<file path="config.mk">
export PLATFORM = sky130hd
export DESIGN_NAME = serial_rx_8
export DESIGN_NICKNAME = d
export VERILOG_FILES = /design/src/rtl/serial_rx_8.sv
export SDC_FILE = /design/constraint.sdc
export NUM_CORES = 1
export LEC_CHECK = 0
export ABC_CLOCK_PERIOD_IN_PS = 1750
export CORE_ASPECT_RATIO = 0.7
export CORE_UTILIZATION = 48
export CTS_CLUSTER_SIZE = 10
export DETAILED_ROUTE_END_ITERATION = 16
export PLACE_DENSITY_LB_ADDON = 0.3
export SLEW_MARGIN = 30
export SYNTH_ARGS = -nofsm -noshare
export SYNTH_HDL_FRONTEND = slang
export SYNTH_SLANG_ARGS = --single-unit
export TNS_END_PERCENT = 100
</file>
<file path="constraint.sdc">
create_clock -name Clk -period 1.75 [get_ports Clk]
set_input_delay 0.525 -clock Clk [delete_from_list [all_inputs] [get_ports Clk]]
set_output_delay 0.525 -clock Clk [all_outputs]
set_load 0.03 [all_outputs]
</file>
<file path="src/rtl/serial_rx_8.sv">
// LSB-first serial-to-parallel receiver with a holding register, valid/ack handshake
// and a sticky overrun flag for words dropped while the holding register is occupied.
module serial_rx_8 #(
    parameter int unsigned WIDTH = 8
) (
    input  logic             Clk,
    input  logic             Reset,
    input  logic             Serial_In,
    input  logic             Bit_En,
    input  logic             Frame_Start,
    input  logic             Data_Ack,
    input  logic             Overrun_Clr,
    output logic [WIDTH-1:0] Data_Out,
    output logic             Data_Valid,
    output logic             Busy,
    output logic [4:0]       Bit_Count,
    output logic             Overrun
);

    typedef enum logic {StIdle, StShift} state_e;

    localparam logic [4:0] LastBit = 5'(WIDTH - 1);

    state_e           state_q, state_d;
    logic [WIDTH-1:0] sr_q, sr_d;
    logic [4:0]       cnt_q, cnt_d;
    logic [WIDTH-1:0] data_q, data_d;
    logic             valid_q, valid_d;
    logic             ovr_q, ovr_d;
    logic             complete;
    logic [WIDTH-1:0] shifted;

    assign shifted = {Serial_In, sr_q[WIDTH-1:1]};

    always_ff @(posedge Clk) begin
        if (Reset) begin
            state_q <= StIdle;
            sr_q    <= '0;
            cnt_q   <= '0;
            data_q  <= '0;
            valid_q <= 1'b0;
            ovr_q   <= 1'b0;
        end else begin
            state_q <= state_d;
            sr_q    <= sr_d;
            cnt_q   <= cnt_d;
            data_q  <= data_d;
            valid_q <= valid_d;
            ovr_q   <= ovr_d;
        end
    end

    // Frame FSM: collects bits into sr, flags completion on the last bit.
    always_comb begin
        state_d  = state_q;
        sr_d     = sr_q;
        cnt_d    = cnt_q;
        complete = 1'b0;
        unique case (state_q)
            StIdle: begin
                if (Frame_Start) begin
                    state_d = StShift;
                    sr_d    = '0;
                    cnt_d   = '0;
                end
            end
            StShift: begin
                if (Frame_Start) begin
                    sr_d  = '0;
                    cnt_d = '0;
                end else if (Bit_En) begin
                    sr_d = shifted;
                    if (cnt_q == LastBit) begin
                        complete = 1'b1;
                        cnt_d    = '0;
                        state_d  = StIdle;
                    end else begin
                        cnt_d = cnt_q + 5'd1;
                    end
                end
            end
            default: state_d = StIdle;
        endcase
    end

    // Holding stage: an ack in the completion cycle frees the slot for the new word.
    always_comb begin
        data_d  = data_q;
        valid_d = valid_q;
        ovr_d   = ovr_q;
        if (Overrun_Clr) begin
            ovr_d = 1'b0;
        end
        if (complete) begin
            if (!valid_q || Data_Ack) begin
                data_d  = shifted;
                valid_d = 1'b1;
            end else begin
                ovr_d = 1'b1;
            end
        end else if (valid_q && Data_Ack) begin
            valid_d = 1'b0;
        end
    end

    assign Data_Out   = data_q;
    assign Data_Valid = valid_q;
    assign Busy       = (state_q == StShift);
    assign Bit_Count  = cnt_q;
    assign Overrun    = ovr_q;

endmodule

</file>
==> results.toml, run 1 <==
[cells_and_area]
n_antenna_cell = 0
drive_gt1_share_pct = 20.5
syn_to_final_growth_pct = 35.2
fin_util_pct = 71.2
instances_no_fill = 154
nNetsFinal = 141

[power]
ir_worst_vdd_mv = 0.464
power_density_nw_per_um2 = 628
finalPower_uw = 851
leakage_nw = 0.547

[clock_network]
post_cts_buffers = 0
cts_buffers = 3
clkLatencyLatePin_ns = 0.32
cts-hold-fix-buffers = 0
clockRootBuffer = "clkbuf_4"
htree_levels = 1
cts_tree = "built"
clockBufferDepth = 2
cts.sinks = 23
path_clk_slew_ns = 0.13

[setup_path]
crit_slowest_cell = "dfxtp_1"
cp_cell_sequence = "clkdlybuf4s15_1"
endpoint_kind = "output port"
r2r_cells = 5
max_stage_delay_ns = 0.42
path_max_fanout = 5
regToRegStartpoint = "Bit_Count[0]$_SDFFE_PP0P_"
path_class = "reg -> out"
required_ns = 1.22
critical_path_arrival_ns = 1.14
rrSetupSlack_ns = 0.17
r2r_end = "Data_Out[0]$_SDFFE_PP0P_"
start_kind = "register"
critPathBufInv = 1
crit_family = "flip-flops"

[global_routing]
grt_overflow = 0
grt_pass1_wl_um = 3410
grt_usage_pct = 21.0
grt_max_degree = 33
grt_pass1_vias = 736
antenna_found_initial = 0

[die]
die_area_sq_um = 2280
die_h_um = 40.2
ios = 23
start_util_pct = 52.7
die_w_um = 56.6
coreArea_sq_um = 1900
num_rows = 13

[routing]
drt_wl_total_um = 2170
ant_nets = 0
wl_per_cell_um = 14.1
vias = 832
drc_errors = 0
dr.pass1.iters = 4
first_iter_violations = 18
viasPerCell = 5.40

[sta]
fin_hold_ws_ns = 0.478
worstMarginPinSlew_ns = 0.320
finalCritPeriodShare_pct = 95.4
rsz0062_at_grt = "false"
slew_headroom_pct = 78.8
fin_tns_setup_ns = 0
setup_viol = 0
fmax_mhz = 599
period_needed_ns = 1.67
fin_skew_ns = 0.00829
slew_violations = 0
hold_viol = 0

[worst_hold_path]
worstHoldEndpoint = "Data_Out[2]$_SDFFE_PP0P_"
hold_path_depth = 2
hold_class = "reg -> reg"
hold_start = "Data_Out[2]$_SDFFE_PP0P_"

[yosys]
ys.flop_type = "dfxtp_1"
ys_ff_latch = 23
synth-edff-count = 0
avgSynthCellArea_sq_um = 10.1
synth.distinct_cells = 27
ys.warnings.count = 0
synth_area_sq_um = 1000
synthArstFlopShare_pct = 0
ys_seq_area_share_pct = 45.9
synth_fp_nets = 107
syn_inst = 99

[status]
outcome = "finished clean"

[flow_run]
maxCapViolCount = 0

[placement]
port_buffers = 22
place.gp.congestion = 0.782
dp_cells = 150
dp.final_hpwl_um = 1590
==> kinds of logic after synthesis <==
group / count (synthesis) / share of synthesized area [%]
compound gates: 17 / 11.5
xor+xnor: 2 / 1.75
fa+ha+maj: 1 / 1.25
buf+inv: 7 / 2.75
flops: 23 / 45.9
mux: 8 / 7.99
simple gates: 41 / 28.8
==> metal layers <==
layer / GRT usage [%] / vias to the layer above / share of wire [%]
met5: 0 / - / 0
met1: 25.8 / 400 / 48
met2: 36.2 / 16 / 46
li1: - / 411 / -
met3: 6.77 / 5 / 4.5
met4: 7.32 / 0 / 1.5
==> Yosys cell counts (2+ instances only) <==
library cell	count	area share, %
dfxtp_1	23	46
nor2_1	10	3.7
mux2i_1	8	8.0
a22oi_1	7	5.2
or2b_1	6	4.5
nand2b_1	5	3.1
or2b_2	5	4.4
a21oi_1	4	2.0
clkbuf_1	3	1.1
inv_1	3	1.1
nand2_1	3	1.1
nand3_1	3	1.5
a32oi_1	2	1.7
nand3b_1	2	1.5
o21ai_0	2	1.0
xor2_1	2	1.7
==> layout by cell type, fill, tap and decap left out, types with 5 or more instances in the layout <==
master           Yosys  final
a22oi_1              7      7
buf_4                0      9
clkdlybuf4s50_1      0      6
dfxtp_1             23     21
dlygate4sd2_1        0     15
mux2i_1              8      8
nand2b_1             5      5
nor2_1              10     10
or2b_1               6      6
or2b_2               5      5
==> registers in the layout, summed over array words and instances, names as in the netlist <==
register    flops
Overrun         1
sr_q            7
Bit_Count       5
Data_Valid      1
Busy            1
Data_Out        8
==> stage by stage <==
stage	cell area [sq um]	setup WS, ns
after floorplan	1000	0.0140
after global placement	1340	-0.163
after detailed placement	1340	-0.223
after CTS	1350	0.0462
after global routing	1360	0.000558
final	1360	0.0813
==> area by class of cell <==
class / count / area (sq um)
clock buffers: 3 / 22.5
clock inverters: 1 / 5.00
fillers: 162 / 548
inverters: 3 / 11.3
multi-input cells: 69 / 517
flip-flops and latches: 23 / 463
well taps: 22 / 27.5
repair buffers: 33 / 309
==> power by group <==
group	leakage (nW)	internal, mW	switching, mW
sequential	0.187	0.526	0.00193
clock	0.0177	0.0857	0.164
combinational	0.343	0.0365	0.0360
total	0.547	0.649	0.202
==> timing repair <==
item,4_1_cts,5_1_grt
resized for setup,16,2
pin swaps,0,0
cloned,0,0
endpoints found under the setup margin,16,2
==> worst max-delay path by stage <==
stage                                         start                       end  slack, ns  cells after the start
after CTS                 Bit_Count[4]$_SDFFE_PP0P_              Bit_Count[4]       0.05                      1
after global routing      Bit_Count[4]$_SDFFE_PP0P_              Bit_Count[4]     0.0006                      1
after global placement                     Data_Ack  Data_Out[5]$_SDFFE_PP0P_      -0.16                      5
after detailed placement                   Data_Ack  Data_Out[7]$_SDFFE_PP0P_      -0.22                      5
after floorplan           Bit_Count[0]$_SDFFE_PP0P_  Data_Out[0]$_SDFFE_PP0P_       0.01                      4
final                     Bit_Count[4]$_SDFFE_PP0P_              Bit_Count[4]       0.08                      1
Note: power is estimated with default switching activity, not from simulation.
==> inputs of run 2 (changes only) <==
--- a/config.mk
+++ b/config.mk
@@ -5,7 +5,6 @@
 export SDC_FILE = /design/constraint.sdc
 export NUM_CORES = 1
 export LEC_CHECK = 0
-export ABC_CLOCK_PERIOD_IN_PS = 1750
 export CORE_ASPECT_RATIO = 0.7
 export CORE_UTILIZATION = 48
 export CTS_CLUSTER_SIZE = 10
==> results of run 2 <==
Same layout as run 1: the final DEF is identical, and so are final timing and power.
